==> config.mk <==
export PLATFORM = sky130hd
export DESIGN_NAME = xor_fold_stream
export DESIGN_NICKNAME = d
export VERILOG_FILES = /design/src/rtl/xor_fold_stream.sv
export SDC_FILE = /design/constraint.sdc
export NUM_CORES = 1
export LEC_CHECK = 0
export ABC_AREA = 1
export CAP_MARGIN = 10
export CORE_MARGIN = 8
export CORE_UTILIZATION = 52
export CTS_CLUSTER_DIAMETER = 200
export DETAILED_ROUTE_END_ITERATION = 10
export PLACE_DENSITY = 0.85
export SETUP_SLACK_MARGIN = 0.1
export SLEW_MARGIN = 20
export SYNTH_ARGS = -nofsm -noshare
export SYNTH_HDL_FRONTEND = slang
export SYNTH_SLANG_ARGS = --single-unit
==> constraint.sdc <==
create_clock -name clk -period 1.8 [get_ports clk]
set_clock_uncertainty 0.2 [all_clocks]
set_input_delay 0.18 -clock clk [delete_from_list [all_inputs] [get_ports clk]]
set_output_delay 0.18 -clock clk [all_outputs]
set_load 0.01 [all_outputs]
==> src/rtl/xor_fold_stream.sv <==
// Multi-channel XOR-fold compressor with valid/ready streaming and optional burst accumulation.
// Optional per-channel parity output is enabled with macro XOR_FOLD_PARITY_EN.
module xor_fold_stream #(
   parameter int IN_W  = 16,
   parameter int FOLD  = 2,
   parameter int NCH   = 2,
   parameter int CNT_W = 8,
   localparam int OUT_W = IN_W / FOLD
) (
   input  logic                   clk,
   input  logic                   rst_n,
   input  logic                   clr,
   input  logic                   in_valid,
   output logic                   in_ready,
   input  logic                   in_last,
   input  logic                   in_acc,
   input  logic [NCH*IN_W-1:0]    in_data,
   output logic                   out_valid,
   input  logic                   out_ready,
   output logic [NCH*OUT_W-1:0]   out_data,
   output logic [CNT_W-1:0]       out_cnt
`ifdef XOR_FOLD_PARITY_EN
   ,
   output logic [NCH-1:0]         out_par
`endif
);

   generate
      if (IN_W % FOLD != 0) begin : g_fold_check
         $error("xor_fold_stream: IN_W must be a multiple of FOLD");
      end
   endgenerate

   localparam logic [CNT_W-1:0] CNT_ONE = CNT_W'(1);
   localparam logic [CNT_W-1:0] CNT_MAX = '1;

   // Handshake: a beat transfers on a rising edge where in_valid && in_ready;
   // a result transfers where out_valid && out_ready. in_ready depends
   // combinationally on out_ready so a drain and a new load share one cycle.
   typedef enum logic {IDLE = 1'b0, ACC = 1'b1} state_t;

   state_t                 state;
   state_t                 state_nxt;
   logic                   accept;
   logic [NCH*OUT_W-1:0]   fold;
   logic [NCH*OUT_W-1:0]   acc;
   logic [NCH*OUT_W-1:0]   acc_fold;
   logic [CNT_W-1:0]       cnt;
   logic [CNT_W-1:0]       cnt_inc;
   logic                   load_out;
   logic                   load_src_acc;
   logic                   acc_start;
   logic                   acc_step;
   logic                   acc_clear;
   logic [NCH*OUT_W-1:0]   result_data;
   logic [CNT_W-1:0]       result_cnt;

   assign in_ready = !clr && (!out_valid || out_ready);
   assign accept   = in_valid && in_ready;

   always_comb begin
      fold = '0;
      for (int c = 0; c < NCH; c++) begin
         for (int k = 0; k < FOLD; k++) begin
            fold[c*OUT_W +: OUT_W] ^= in_data[c*IN_W + k*OUT_W +: OUT_W];
         end
      end
   end

   assign acc_fold    = acc ^ fold;
   assign cnt_inc     = (cnt == CNT_MAX) ? cnt : cnt + CNT_ONE;
   assign result_data = load_src_acc ? acc_fold : fold;
   assign result_cnt  = load_src_acc ? cnt_inc : CNT_ONE;

   always_ff @(posedge clk or negedge rst_n) begin
      if (!rst_n) begin
         state <= IDLE;
      end else begin
         state <= state_nxt;
      end
   end

   always_comb begin
      state_nxt = state;
      if (clr) begin
         state_nxt = IDLE;
      end else if (accept) begin
         case (state)
            IDLE:    if (in_acc && !in_last) state_nxt = ACC;
            ACC:     if (in_last) state_nxt = IDLE;
            default: state_nxt = IDLE;
         endcase
      end
   end

   always_comb begin
      load_out     = 1'b0;
      load_src_acc = 1'b0;
      acc_start    = 1'b0;
      acc_step     = 1'b0;
      acc_clear    = 1'b0;
      if (clr) begin
         acc_clear = 1'b1;
      end else if (accept) begin
         case (state)
            IDLE: begin
               if (!in_acc || in_last) load_out = 1'b1;
               else                    acc_start = 1'b1;
            end
            ACC: begin
               if (in_last) begin
                  load_out     = 1'b1;
                  load_src_acc = 1'b1;
                  acc_clear    = 1'b1;
               end else begin
                  acc_step = 1'b1;
               end
            end
            default: acc_clear = 1'b1;
         endcase
      end
   end

   always_ff @(posedge clk or negedge rst_n) begin
      if (!rst_n) begin
         acc <= '0;
         cnt <= '0;
      end else if (acc_clear) begin
         acc <= '0;
         cnt <= '0;
      end else if (acc_start) begin
         acc <= fold;
         cnt <= CNT_ONE;
      end else if (acc_step) begin
         acc <= acc_fold;
         cnt <= cnt_inc;
      end
   end

   // load_out implies in_ready, so a stalled result is never overwritten.
   always_ff @(posedge clk or negedge rst_n) begin
      if (!rst_n) begin
         out_valid <= 1'b0;
         out_data  <= '0;
         out_cnt   <= '0;
      end else if (load_out) begin
         out_valid <= 1'b1;
         out_data  <= result_data;
         out_cnt   <= result_cnt;
      end else if (out_ready) begin
         out_valid <= 1'b0;
      end
   end

`ifdef XOR_FOLD_PARITY_EN
   logic [NCH-1:0] result_par;

   always_comb begin
      result_par = '0;
      for (int c = 0; c < NCH; c++) begin
         result_par[c] = ^result_data[c*OUT_W +: OUT_W];
      end
   end

   always_ff @(posedge clk or negedge rst_n) begin
      if (!rst_n) begin
         out_par <= '0;
      end else if (load_out) begin
         out_par <= result_par;
      end
   end
`endif

endmodule

# ---- Word-level counts from Yosys, hierarchy flattened
# Index checks and enable logic that the tools add are counted.
dict set report word_totals {
  reg_bits 50
  inputBits 39
  out_inout_bits 26
  wordCells 56
}
dict set report classes {
  addsub 1
  eq_ne 1
  n_mux 32
  bitwise_logic 4
  reduce_logical 12
}
# operator n
set op_table {}
lappend op_table {{$mux 16} 4}
lappend op_table {{$mux 8} 5}
lappend op_table {{$mux 1} 21}
lappend op_table {{$xor 16x16->16} 1}
lappend op_table {{$xor 8x8->8} 2}
lappend op_table {{$add 8x1->8 const B} 1}
lappend op_table {{$eq 8x8->1 const B} 1}
lappend op_table {{$logic_not 1->1} 4}
lappend op_table {{$pmux 1 s2} 2}
lappend op_table {{$reduce_bool 2->1} 2}
lappend op_table {{$logic_and 1x1->1} 3}
lappend op_table {{$reduce_bool 3->1} 1}
lappend op_table {{$logic_or 1x1->1} 2}
lappend op_table {{$not 1->1} 1}

# ---- Longest topological paths before layout
# Gate-level depths: netlist of the first run.
dict set report logic_depth {
  ltp_word 9
  depth_mapped 8
  ltp_nobuf 8
}

# ---- Worst setup path after synthesis of the first run
# No wires, ideal clock.
dict set report synth_timing {
  path_type {register to register}
  startpoint {register cnt[0]}
  endpoint {register cnt[2]}
  setup_time_ns 0.065
  arrival_time_ns 1.290
  path_slack_ns 0.245
  path_stages_with_launch 8
  n_path_buf 0
  cell_sequence {dfrtp_1 > ha_1 > nand2_1 > nor2_1 > nand2_2 > a21oi_1 > nand2_1 > nand2_1}
}
dict set report synth_between {
  elab_chain_cells 5
  word_cells_on_any_way 6
  classes_between {add/sub (1); eq/ne (1); mux (4)}
}
# item line
set synth_rtl {}
lappend synth_rtl {{from (decl)} 48} ;# logic [CNT_W-1:0] cnt;
lappend synth_rtl {{from (signal assigned)} 136} ;# cnt <= cnt_inc;
lappend synth_rtl {{$add 8x1->8 / $eq 8x8->1 (equally long branches)} 71} ;# assign cnt_inc = (cnt == CNT_MAX) ? cnt : cnt + CNT_ONE;
lappend synth_rtl {{$mux 8 *} 71}
lappend synth_rtl {{$mux 8 *} 134} ;# end else if (acc_step) begin
lappend synth_rtl {{$mux 8 *} 131} ;# end else if (acc_start) begin
lappend synth_rtl {{$mux 8 *} 128} ;# end else if (acc_clear) begin
# Mark *: on every way between the ends. The rest lies on a longest branch, timed or not. The select of a mux whose other input is x is not followed.
# A chain may end at the register's enable or synchronous reset.

# ---- Final worst setup path of the first run
dict set report layout_timing {
  startpoint {register cnt[1]}
  endpoint {register cnt[3]}
}
# The elaborated chain is that of the path after synthesis.

==> results of run 1 <==
[synth_stat cells, types with 2 or more instances]
cell type  instances
nand2_1          240
nand3_1           69
inv_1             59
dfrtp_1           50
nand4_1           18
nor2_1             9
buf_6              7
buf_2              6
nor2_4             3
a21oi_1            2
inv_2              2
nand3_4            2
nor2_2             2
o21ai_0            2
[final cells by class]
type | count | area (um^2) | share of cell area
inverter | 62 | 235.2 | 0.05542
multi-input combinational | 359 | 1638 | 0.3859
tap | 75 | 93.84 | 0.02211
sequential | 50 | 1252 | 0.2951
clock buffer | 6 | 82.58 | 0.01946
clock inverter | 2 | 12.51 | 0.002948
timing repair buffer | 91 | 929.6 | 0.2190
[state kept, by name (all words and copies together), names as in the netlist]
signal / count
state: 1
out_valid: 1
cnt: 8
out_cnt: 8
out_data: 16
acc: 16
[worst register-to-register path, cell delays in order, from the launching register on]
cell and delay, ps:
dfrtp_2 410, ha_2 210, nand2_1 120, nor2_4 180, nand2_4 110, a21boi_2 200, nand2_1 70, nand2_1 70
[logic make-up after synthesis]
group,count (synthesis),share of synthesized area
flip-flops,50,0.3902
adder cells (fa/ha/maj),1,0.003901
XOR/XNOR,1,0.002732
AO/OA/AOI/OAI,8,0.01600
AND/OR/NAND/NOR,349,0.4787
buffers and inverters,76,0.1085
[metrics by stage]
| stage | hold slack, ps | setup WS [ps] | std cells | utilization | total power (W) |
|---|---|---|---|---|---|
| 5_1_grt | 244.5 | 92.43 | 645 | 0.7126 | 0.002888 |
| 2_1_floorplan | -315.6 | 245.2 | 485 | - | 0.001652 |
| 3_5_place_dp | 1.851 | -117.9 | 636 | 0.6895 | 0.002054 |
| 6_report | 192.4 | 175.7 | 645 | 0.7126 | 0.002733 |
| 4_1_cts | 189.3 | 114.3 | 645 | 0.7095 | 0.002763 |
| 3_3_place_gp | -2.964 | -33.40 | 636 | 0.6895 | 0.002027 |
[power groups by stage]
stage	Sequential, W	Combinational [W]	Clock (W)
detailed placement	0.00131	0.000741	0
floorplan	0.00134	0.000310	0
CTS	0.00129	0.000744	0.000726
finish	0.00129	0.000736	0.000704
global route	0.00131	0.000819	0.000761
global placement	0.00131	0.000718	0
[worst max-delay path by stage]
stage,start,to,slack [ps],cells past startpoint
final,cnt[1]$_DFFE_PN0P_,cnt[3]$_DFFE_PN0P_,180,7
after global routing,cnt[1]$_DFFE_PN0P_,cnt[0]$_DFFE_PN0P_,90,8
after CTS,cnt[1]$_DFFE_PN0P_,cnt[2]$_DFFE_PN0P_,110,7
after detailed placement,clr,cnt[6]$_DFFE_PN0P_,-120,7
after global placement,clr,in_ready,-30,3
after floorplan,cnt[0]$_DFFE_PN0P_,cnt[2]$_DFFE_PN0P_,250,7
[repair_timing]
action	in CTS	in global routing
endpoints found under the setup margin	14	16
endpoints found under the hold margin	20	0
gates resized for setup	5	6
cloned	0	0
hold buffers	1	0
[layer usage]
metal  part of all wire  track usage
met4              0.028      0.09363
met1               0.41       0.2357
met3              0.072      0.04444
met5                  0            0
met2               0.49       0.3546
==> impl_metrics.ini, run 1 <==
[worst_setup_path]
critPathKind = flip-flop to flip-flop
worstPathArrival_ps = 1670
timing.rr.end = cnt[3]$_DFFE_PN0P_
worstSetupEndpointType = flip-flop
worstPathRequired_ps = 1850
crit_slowest_cell = dfrtp_2
path_max_fanout = 7
max_stage_delay_ps = 410
cp_common_cell = nand2_1
reg2reg_depth = 7
r2r-start = cnt[1]$_DFFE_PN0P_
rrSetupSlack_ps = 180
cpLargestDelayFamily = simple AND/OR/NAND/NOR gates
critPathBufInv = 0
crit_path_cell_trace = ha_2 -> nand2_1 -> nor2_4 -> nand2_4 -> a21boi_2 -> nand2_1 -> nand2_1
critPathLaunchType = flip-flop

[drt]
remaining_drc_errors = 0
vias = 3381
via_per_inst = 5.242
totalWireLength_um = 8663
ant_nets = 0
first_pass_iters = 5
wl_per_cell_um = 13.43
drt_iter0_markers = 199

[grt]
grt_overflow = 0
grt_pass1_vias = 3483
grt_pass1_wl_um = 14860
antenna_found_initial = 0
grt_util_all_layers = 0.2045
grt_max_degree = 30

[timing]
finalSetupViolCount = 0
final.period_utilization = 0.9024
max_slew.worst_pin.slew_ps = 573.0
slew-limit-headroom = 0.6180
slew_viol_final = 0
tns_ps = 0
period_needed_ps = 1624
max_freq_mhz = 615.6
hold_violations = 0
rsz0062_at_grt = yes

[placement]
place_area_um2 = 4106
dp_hpwl_um = 6349
portBuffers = 64
gp_congestion = 0.8409

[logic_synthesis]
syn_area_um2 = 3207
synth_fp_nets = 525
synth_top_area_frac = 0.3902
synth.distinct_cells = 28
syn_avg_cell_area_um2 = 6.612
synth_top_cell_by_area = dfrtp_1
ys.flop_type = dfrtp_1
ys_seq_area_frac = 0.3902
synth_edf_count = 0
synth_cells = 485
ys_warn_count = 0
synthArstFlopShare = 1.000
yosys_register_bits = 50
netlist_top_cells_area = dfrtp_1 39%, nand2_1 28%, nand3_1 11%

[clock_tree]
cts_tree = yes
htree_levels = 2
cts_root_buf = clkbuf_8
post_cts.repair.setup_buffers = 0
cts_made_buffers = 5
clk_pin_slew_ps = 90
insertion_delay_ps = 310
cts_max_path_buffers = 2
clock_sinks = 50

[power_and_ir_drop]
p_clk_frac = 0.258
power.leakage_nw = 2.282
p_int_w = 0.001902
sw_frac_of_total = 0.3041
p_seq_frac = 0.473
powerDensity_nw_per_um2 = 644.1
ir_drop_mv = 0.4001
power.switching_w = 0.0008313
combPwrFrac = 0.269

[die]
io_pins = 65
dieArea_um2 = 8936
die_y_um = 94.53
start_util = 0.5384
die_x_um = 94.53
num_rows = 28
core_area_um2 = 5956

[cells_and_area]
antenna_cells = 0
num-nets-final = 609
design_area_um2 = 4244
num-fill-cells = 505
final_common_cell = nand2_1
final_layout_size_suffix_gt1_frac = 0.09825
syn_to_final_growth_pct = 32.34
layout_common_cells = 240 x nand2_1, 69 x nand3_1, 61 x clkdlybuf4s50_1, 59 x inv_1, 49 x dfrtp_1

[run_status]
status = completed

[min_path]
hp-class = input port to asynchronous set/reset pin

[run]
cap_violations = 0
Power figures use the tool's default switching activity.
==> inputs of run 2 (changes only) <==
--- a/config.mk
+++ b/config.mk
@@ -10,7 +10,9 @@
 export CORE_MARGIN = 8
 export CORE_UTILIZATION = 52
 export CTS_CLUSTER_DIAMETER = 200
+export CTS_CLUSTER_SIZE = 12
 export DETAILED_ROUTE_END_ITERATION = 10
+export HOLD_SLACK_MARGIN = 0.05
 export PLACE_DENSITY = 0.85
 export SETUP_SLACK_MARGIN = 0.1
 export SLEW_MARGIN = 20
==> results of run 2 <==
The final DEF is identical to that of run 1; final timing and power are the same.
